--- src/rtl/fpa_pkg.sv ---
// fpa_pkg: shared widths, exception codes and operand layout for the 8-bit FPA datapath
// Build option: FPA_ROUND_EN adds one guard bit below the mantissa for round-half-up.
package fpa_pkg;
  localparam int EXP_W  = 4;
  localparam int FRAC_W = 3;
  localparam int BIAS   = 7;
  localparam logic [EXP_W-1:0] EXP_MAX = 4'd15;
  localparam int MANT_W = FRAC_W + 2;
`ifdef FPA_ROUND_EN
  localparam int GRD_W = 1;
`else
  localparam int GRD_W = 0;
`endif
  localparam int WRK_W = MANT_W + GRD_W;
  localparam logic [1:0] EXC_OK  = 2'b00;
  localparam logic [1:0] EXC_INF = 2'b01;
  localparam logic [1:0] EXC_OVF = 2'b10;
  localparam logic [1:0] EXC_UNF = 2'b11;
  typedef struct packed {
    logic              sign;
    logic [EXP_W-1:0]  exp;
    logic [FRAC_W-1:0] frac;
  } fpa_t;
endpackage

--- src/rtl/fpa_align.sv ---
// fpa_align: combinational exponent compare and mantissa alignment
// Ports: a, b operands in; a_big (a keeps its mantissa), exp_c common exponent,
//        wa, wb aligned working mantissas {carry, hidden, frac[, guard]}.
// Build option: FPA_ROUND_EN widens the working mantissas by a guard bit.
module fpa_align
  import fpa_pkg::*;
(
  input  fpa_t             a,
  input  fpa_t             b,
  output logic             a_big,
  output logic [EXP_W-1:0] exp_c,
  output logic [WRK_W-1:0] wa,
  output logic [WRK_W-1:0] wb
);
  logic [EXP_W-1:0] diff;
  logic [WRK_W-1:0] ra, rb, sm;
  always_comb begin
    a_big = a.exp >= b.exp;
    exp_c = a_big ? a.exp : b.exp;
    diff  = a_big ? a.exp - b.exp : b.exp - a.exp;
    ra    = WRK_W'({2'b00, |a.exp, a.frac}) << GRD_W;
    rb    = WRK_W'({2'b00, |b.exp, b.frac}) << GRD_W;
    sm    = diff > 4'd4 ? '0 : (a_big ? rb : ra) >> diff;
    wa    = a_big ? ra : sm;
    wb    = a_big ? sm : rb;
  end
endmodule

--- src/rtl/fpa_datapath.sv ---
// fpa_datapath: strobe-driven 8-bit floating-point add/normalize datapath
// Ports: clk, clr (async, active-high); a_in, b_in operands {sign, exp, frac};
//        load_en, add_en, norm_load, norm_en, shift_right, shift_left, done_en step strobes;
//        add_except, norm_except abort flags; mant working mantissa;
//        result, result_valid (one-cycle pulse), exc_code.
// Build option: FPA_ROUND_EN rounds half-up on done_en using the guard bit.
module fpa_datapath
  import fpa_pkg::*;
(
  input  logic       clk,
  input  logic       clr,
  input  logic [7:0] a_in,
  input  logic [7:0] b_in,
  input  logic       load_en,
  input  logic       add_en,
  input  logic       norm_load,
  input  logic       norm_en,
  input  logic       shift_right,
  input  logic       shift_left,
  input  logic       done_en,
  output logic       add_except,
  output logic       norm_except,
  output logic [4:0] mant,
  output logic [7:0] result,
  output logic       result_valid,
  output logic [1:0] exc_code
);
  fpa_t             a, b;
  logic             a_big;
  logic [EXP_W-1:0] exp_c, ce_r, nexp, exp_inc, exp_dec;
  logic [WRK_W-1:0] wa, wb, wa_r, wb_r, sum_r, wk, add_w;
  logic             sa, sb, ia, ib, s_sign, n_sign, add_s, gt, eq_s;
  logic [7:0]       d_res;
  logic [1:0]       d_exc;
  assign a = fpa_t'(a_in);
  assign b = fpa_t'(b_in);
  assign mant = wk[GRD_W +: MANT_W];
  fpa_align u_align (.a(a), .b(b), .a_big(a_big), .exp_c(exp_c), .wa(wa), .wb(wb));
  always_comb begin
    eq_s    = sa == sb;
    gt      = wa_r >= wb_r;
    add_w   = eq_s ? wa_r + wb_r : gt ? wa_r - wb_r : wb_r - wa_r;
    add_s   = add_w == '0 ? 1'b0 : (eq_s || gt) ? sa : sb;
    exp_inc = nexp + 1'b1;
    exp_dec = nexp - 1'b1;
  end
`ifdef FPA_ROUND_EN
  logic [FRAC_W:0]  rnd;
  logic [EXP_W-1:0] rexp;
  // A frac carry-out bumps the exponent; frac wraps to 000, so reaching 15 is already inf.
  always_comb begin
    rnd   = {1'b0, wk[GRD_W +: FRAC_W]} + {{FRAC_W{1'b0}}, wk[0]};
    rexp  = nexp + {{(EXP_W-1){1'b0}}, rnd[FRAC_W]};
    d_res = {n_sign, rexp, rnd[FRAC_W-1:0]};
    d_exc = (rnd[FRAC_W] && rexp == EXP_MAX) ? EXC_OVF : EXC_OK;
  end
`else
  always_comb begin
    d_res = {n_sign, nexp, wk[FRAC_W-1:0]};
    d_exc = EXC_OK;
  end
`endif
  always_ff @(posedge clk or posedge clr) begin
    if (clr) begin
      {sa, sb, ia, ib, s_sign, n_sign} <= '0;
      {wa_r, wb_r, sum_r, wk} <= '0;
      {ce_r, nexp} <= '0;
      {add_except, norm_except, result_valid} <= '0;
      result <= '0;
      exc_code <= '0;
    end else begin
      result_valid <= 1'b0;
      if (load_en) begin
        sa <= a.sign;
        sb <= b.sign;
        ia <= a.exp == EXP_MAX;
        ib <= b.exp == EXP_MAX;
        wa_r <= wa;
        wb_r <= wb;
        ce_r <= exp_c;
        add_except <= 1'b0;
        norm_except <= 1'b0;
      end else if (add_en) begin
        sum_r <= add_w;
        s_sign <= add_s;
        if (ia || ib) begin
          add_except <= 1'b1;
          result <= {ia ? sa : sb, 7'h78};
          exc_code <= EXC_INF;
          result_valid <= 1'b1;
        end else if (add_w == '0) begin
          add_except <= 1'b1;
          result <= 8'h00;
          exc_code <= EXC_OK;
          result_valid <= 1'b1;
        end
      end else if (norm_load) begin
        wk <= sum_r;
        n_sign <= s_sign;
        nexp <= ce_r;
      end else if (norm_en && (shift_right ^ shift_left)) begin
        wk <= shift_right ? wk >> 1 : wk << 1;
        nexp <= shift_right ? exp_inc : exp_dec;
        if (shift_right && exp_inc == EXP_MAX) begin
          norm_except <= 1'b1;
          result <= {n_sign, 7'h78};
          exc_code <= EXC_OVF;
          result_valid <= 1'b1;
        end
        if (shift_left && exp_dec == '0) begin
          norm_except <= 1'b1;
          result <= {n_sign, 7'h00};
          exc_code <= EXC_UNF;
          result_valid <= 1'b1;
        end
      end else if (done_en) begin
        result <= d_res;
        exc_code <= d_exc;
        result_valid <= 1'b1;
      end
    end
  end
endmodule

--- config.mk ---
export PLATFORM = sky130hd
export DESIGN_NAME = fpa_datapath
export DESIGN_NICKNAME = d
export VERILOG_FILES = /design/src/rtl/fpa_pkg.sv /design/src/rtl/fpa_align.sv /design/src/rtl/fpa_datapath.sv
export SDC_FILE = /design/constraint.sdc
export NUM_CORES = 1
export LEC_CHECK = 0
export CAP_MARGIN = 20
export CORE_MARGIN = 2
export CORE_UTILIZATION = 51
export DETAILED_ROUTE_END_ITERATION = 8
export GPL_ROUTABILITY_DRIVEN = 0
export GPL_TIMING_DRIVEN = 0
export HOLD_SLACK_MARGIN = 0.03
export PLACE_DENSITY = 0.74
export SETUP_SLACK_MARGIN = 0.02
export SKIP_LAST_GASP = 1
export SYNTH_ARGS = -nofsm -noshare
export SYNTH_HDL_FRONTEND = slang
export SYNTH_SLANG_ARGS = --single-unit
--- constraint.sdc ---
create_clock -name clk -period 6.7 [get_ports clk]
set_input_delay 1.675 -clock clk [delete_from_list [all_inputs] [get_ports clk]]
set_output_delay 1.675 -clock clk [all_outputs]
set_load 0.01 [all_outputs]
Yosys cells after proc, flatten, opt, wreduce, memory -nomap -nowiden
Cells that the tools add are included.

Register bits: 47. Input bits: 25. Output and inout bits: 18.

$add $sub $neg: 7. $lt $le $gt $ge: 3. Eq/ne operators: 9. Shifts and indexed selects: 1. Muxes and demuxes: 52. Bitwise operators: 3. Reductions and logical operators: 21.

Operator list (count): 8-bit 2-to-1 mux (8); 5-bit 2-to-1 mux (8); 4-bit 2-to-1 mux (6); 1-bit 2-to-1 mux (22); 2-bit 2-to-1 mux (8); 4-bit == test (second input constant) (3); 5-bit subtractor (2); 3-bit nonzero test (3); 4-bit OR reduction (2); 4-bit subtractor (2); 2-bit inequality test (second input constant) (3); 3-bit AND reduction (2); 2-bit nonzero test (3); 5-bit adder (1); 5-bit greater-or-equal comparator (1); 5-bit zero test (1); 5-bit AND reduction (1); 5-bit by 4-bit right shift with 5-bit output (1); 4-bit by 1-bit adder with 4-bit output (second input constant) (1); 4-bit greater-or-equal comparator (1); 4-bit by 3-bit greater-than comparator with 1-bit output (second input constant) (1); 4-bit zero test (1); 4-bit by 2-bit inequality test with 1-bit output (second input constant) (1); 2-bit AND reduction (2); 8 further kinds (12).

Depth between registers and ports, before layout
Depth after elaboration: 9. Gate-level depth with buffers: 11. Gate-level depth less buffers: 10.

Modules after synthesis
A second synthesis with hierarchy kept.

Cells, all modules: 430. Area total of the unflattened synthesis: 3784.9 µm².

By module, submodules not included: fpa_datapath (times used 1, cells each 331, area an instance 3062.9 µm², sequential area each 1176.1 µm²); fpa_align (times used 1, cells each 99, area an instance 721.9 µm², sequential area each 0.0 µm²).

Least setup slack after synthesis
Ideal clock, no wire load.

Path type: in2reg. Start: input a_in[3]. End: register wa_r[0]. Setup time: 0.120 ns. Data arrival time: 3.905 ns. Setup slack: 2.675 ns. Stages: 10. Cells stage by stage: inv_1 -> ha_1 -> fa_1 -> a21bo_2 -> a311oi_2 -> buf_6 -> mux4_2 -> mux2i_1 -> nor2_1 -> a31o_2.

Longest elaborated chain between the ends: 5.

RTL lines: start: declaration (line fpa_datapath.sv:12) `input logic [7:0] a_in,`; 4-bit subtractor, or another cell as far along (line fpa_align.sv:20) `diff = a_big ? a.exp - b.exp : b.exp - a.exp;`; 4-bit 2-to-1 mux, on equally long branches (line fpa_align.sv:20, fpa_align.sv:23); 4-bit by 3-bit greater-than comparator with 1-bit output or 5-bit by 4-bit right shift with 5-bit output (tied branches) (line fpa_align.sv:23) `sm = diff > 4'd4 ? '0 : (a_big ? rb : ra) >> diff;`; 5-bit 2-to-1 mux (line fpa_align.sv:23); 5-bit 2-to-1 mux (*) (line fpa_align.sv:24) `wa = a_big ? ra : sm;`; end signal: assignment (line fpa_datapath.sv:78) `wa_r <= wa;`; end: declaration (line fpa_datapath.sv:31) `logic [WRK_W-1:0] wa, wb, wa_r, wb_r, sum_r, wk, add_w;`.

Every way passes the cells marked *; elsewhere a longest branch is shown, timed or not. A chain may end at the register's enable or synchronous reset.

Final worst setup path
Start: input a_in[4]. End: register wa_r[0].

The elaborated chain is that of the path after synthesis.

==> results.sh <==
export IMPL_wirelength_mm=7.74
export IMPL_area_growth_syn_to_layout_pct=18.2
export IMPL_ir_drop_uv=157
export IMPL_routed_via_density=5.89
export IMPL_postCtsHoldBufs=0
export IMPL_finalHoldViolations=0
export IMPL_dpl_hpwl_mm=6.07
export IMPL_rsz0062_at_grt="no"
export IMPL_antenna_found_initial=0
export IMPL_final_nets=478
export IMPL_slew_violations=0
export IMPL_holdPathStages=2
export IMPL_post_cts_resized=0
export IMPL_synth_edf_count=0
export IMPL_numPortBuffers=40
export IMPL_setup_viol=0
export IMPL_cp_required_ns=6.89
export IMPL_cts_buffer_depth=2
export IMPL_initial_core_util=0.529
export IMPL_r2r_cells=9
export IMPL_hold_end="sum_r[4]"
export IMPL_critPathMaxFanout=10
export IMPL_worst_r2r_setup_slack_ns=3.65
export IMPL_fin_crit_ns=4.50
export IMPL_max_stage_delay_ns=0.58
export IMPL_fmax_mhz=222
export IMPL_cts_inserted_buffers=5
export IMPL_power_density_nw_per_um2=260
export IMPL_ios=43
export IMPL_synthesis_nets=430
export IMPL_row_count=29
export IMPL_clk_latency_ns=0.30
export IMPL_static_leakage_power_nw=1.75
export IMPL_grtUsageTotal=0.224
export IMPL_cts_sinks=45
export IMPL_dp_cells=495
export IMPL_finClkSkew_ns=0.0117
export IMPL_worst_hold_path_type="flop to flop"
export IMPL_detail_route_wl_per_cell_um=15.4
export IMPL_fp_dieW_um=85.2
export IMPL_grt_overflow=0
export IMPL_ant_nets=0
export IMPL_instances_no_fill=503
export IMPL_r2r_end="result[5]"
export IMPL_grt_pass1_wl_mm=13.3
export IMPL_cts_root_buf="clkbuf_8"
export IMPL_die_area_um2=7260
export IMPL_syn_inst=377
export IMPL_drive_above_1_share=0.0892
export IMPL_core_um2=6350
export IMPL_r2r_start="wa_r[1]"
export IMPL_drtIter0Drc=124
export IMPL_drt_pre_antenna_iters=5
export IMPL_hp_start="sum_r[4]"
export IMPL_clkTransAtPathRegs_ns=0.10
export IMPL_slew_headroom=0.546
export IMPL_postSynth_asyncResetShare=1.00
export IMPL_cp_start_kind="input pin"
export IMPL_finalSetupTns_ns=0
export IMPL_status="completed"
export IMPL_period_share=0.671
export IMPL_cp_data_arrival_time_ns=4.68
export IMPL_htreeDepth=2
export IMPL_cts_setup_buffers=0
export IMPL_drv_cap=0
export IMPL_syn_avg_cell_area_um2=8.92
export IMPL_grt_max_degree=39
export IMPL_via_count=2963
export IMPL_synthFlopType="dfrtp_1"
export IMPL_tightestPinTransition_ns=0.676
export IMPL_ys_ff_latch=45
export IMPL_tritoncts="done"
export IMPL_syn_cell_area_um2=3360
export IMPL_crit_path_top_delay_cell="clkdlybuf4s50_1"
export IMPL_critPathKind="input pin to flop"
export IMPL_grt_pass1_vias=2902
export IMPL_die_h_um=85.2
export IMPL_crit_chain="clkdlybuf4s50_1 -> inv_1 -> ha_1 -> a21bo_2 -> a311oi_2 -> buf_6 -> mux4_2 -> mux2i_1 -> nor2_1 -> a31o_2"
export IMPL_yosysWarnings=0
export IMPL_antennaDiodeCount=0
export IMPL_synth_distinct_cells=63
export IMPL_endpoint_kind="flop"
export IMPL_drc=0
export IMPL_ys_seq_area_frac=0.335
layout by cell type, fill, tap and decap left out, drive strengths merged, types with 4 or more instances in the layout:
| master | count |
|---|---|
| dfrtp | 45 |
| clkdlybuf4s50 | 40 |
| nand2 | 39 |
| nor2 | 36 |
| inv | 35 |
| o21ai | 25 |
| a21oi | 24 |
| ha | 23 |
| mux2i | 13 |
| clkbuf | 13 |
| buf | 9 |
| nand3 | 8 |
| nand4 | 7 |
| mux2 | 7 |
| nor2b | 6 |
| nor3 | 6 |
| o32a | 5 |
| fa | 5 |
| and2 | 5 |
| a31oi | 4 |
| nand2b | 4 |
| o31ai | 4 |
| o22ai | 4 |
through the flow:
| step | hold slack, ns | worst slack, ns | util | power (mW) | instance area, um^2 |
|---|---|---|---|---|---|
| final | 0.500 | 2.20 | 0.626 | 1.03 | 3970 |
| after global routing | 0.535 | 2.05 | 0.626 | 1.11 | 3970 |
| after CTS | 0.505 | 2.23 | 0.626 | 1.04 | 3970 |
| after detailed placement | 0.481 | 1.91 | 0.611 | 0.861 | 3880 |
| after global placement | 0.476 | 1.94 | 0.608 | 0.846 | 3860 |
| after floorplan | 0.443 | 2.68 | - | 0.700 | 3360 |
power by group:
part	total [mW]	switching [mW]	leakage, nW	internal, mW
combinational	0.461	0.234	1.15	0.226
clock	0.178	0.102	0.0452	0.0761
sequential	0.396	0.0591	0.557	0.337
layer usage:
layer	vias to the layer above	track usage	routed length, um
li1	1453	-	-
met1	1423	0.303	3630
met2	78	0.379	3690
met3	9	0.0331	335
met4	0	0.0606	90
met5	-	0	0
state kept, by name (all words and copies together), names as in the netlist, 2 cells and up:
| signal | count |
|---|---|
| ce_r | 4 |
| sum_r | 5 |
| nexp | 4 |
| wa_r | 4 |
| result | 8 |
| wb_r | 4 |
| mant | 5 |
| exc_code | 2 |
synth_stat cells (6+ instances only):
cell type / number / area [um^2]
dfrtp_1: 45 / 1130
nand2_1: 39 / 146
nor2_1: 36 / 135
inv_1: 33 / 124
a21oi_1: 23 / 115
ha_1: 23 / 288
o21ai_0: 22 / 110
mux2i_1: 13 / 130
clkbuf_1: 8 / 30.0
nand3_1: 8 / 40.0
nand4_1: 7 / 43.8
mux2_2: 6 / 67.6
nor2b_1: 6 / 37.5
nor3_1: 6 / 30.0
cell type report:
class                           count  area, um^2
Buffer                             16        85.1
Clock buffer                        5        68.8
Clock inverter                      3        25.0
Fill cell                         543        2380
Inverter                           33         124
Multi-Input combinational cell    283        2030
Sequential cell                    45        1130
Tap cell                           77        96.3
Timing Repair Buffer               41         420
critical path, delay by kind of cell:
| kind | cells | cell delay (ns) |
|---|---|---|
| multiplexers | 2 | 0.67 |
| buffers and inverters | 3 | 0.93 |
| AND/OR/NAND/NOR | 1 | 0.07 |
| adder cells (fa/ha/maj) | 1 | 0.35 |
| AO/OA/AOI/OAI | 3 | 0.99 |
logic make-up (layout without fill, tap and decap cells):
logic type | after synthesis | after routing | synth area share
flip-flops | 45 | 45 | 0.335
XOR/XNOR | 4 | 4 | 0.0104
adder cells (fa/ha/maj) | 28 | 28 | 0.115
multiplexers | 23 | 23 | 0.0834
AND/OR/NAND/NOR | 126 | 126 | 0.181
AO/OA/AOI/OAI | 102 | 102 | 0.213
buffers and inverters | 49 | 98 | 0.0622
worst max path at each step:
stage | from | endpoint | slack, ns | depth (start not counted)
after floorplan | a_in[3] | wa_r[0] | 2.68 | 10
after global placement | a_in[4] | wa_r[0] | 1.94 | 10
after detailed placement | a_in[4] | wb_r[0] | 1.91 | 10
after CTS | a_in[4] | wa_r[0] | 2.23 | 10
after global routing | a_in[4] | wa_r[0] | 2.05 | 10
final | a_in[4] | wa_r[0] | 2.20 | 10
No activity file was read; power rests on OpenSTA's default activity.
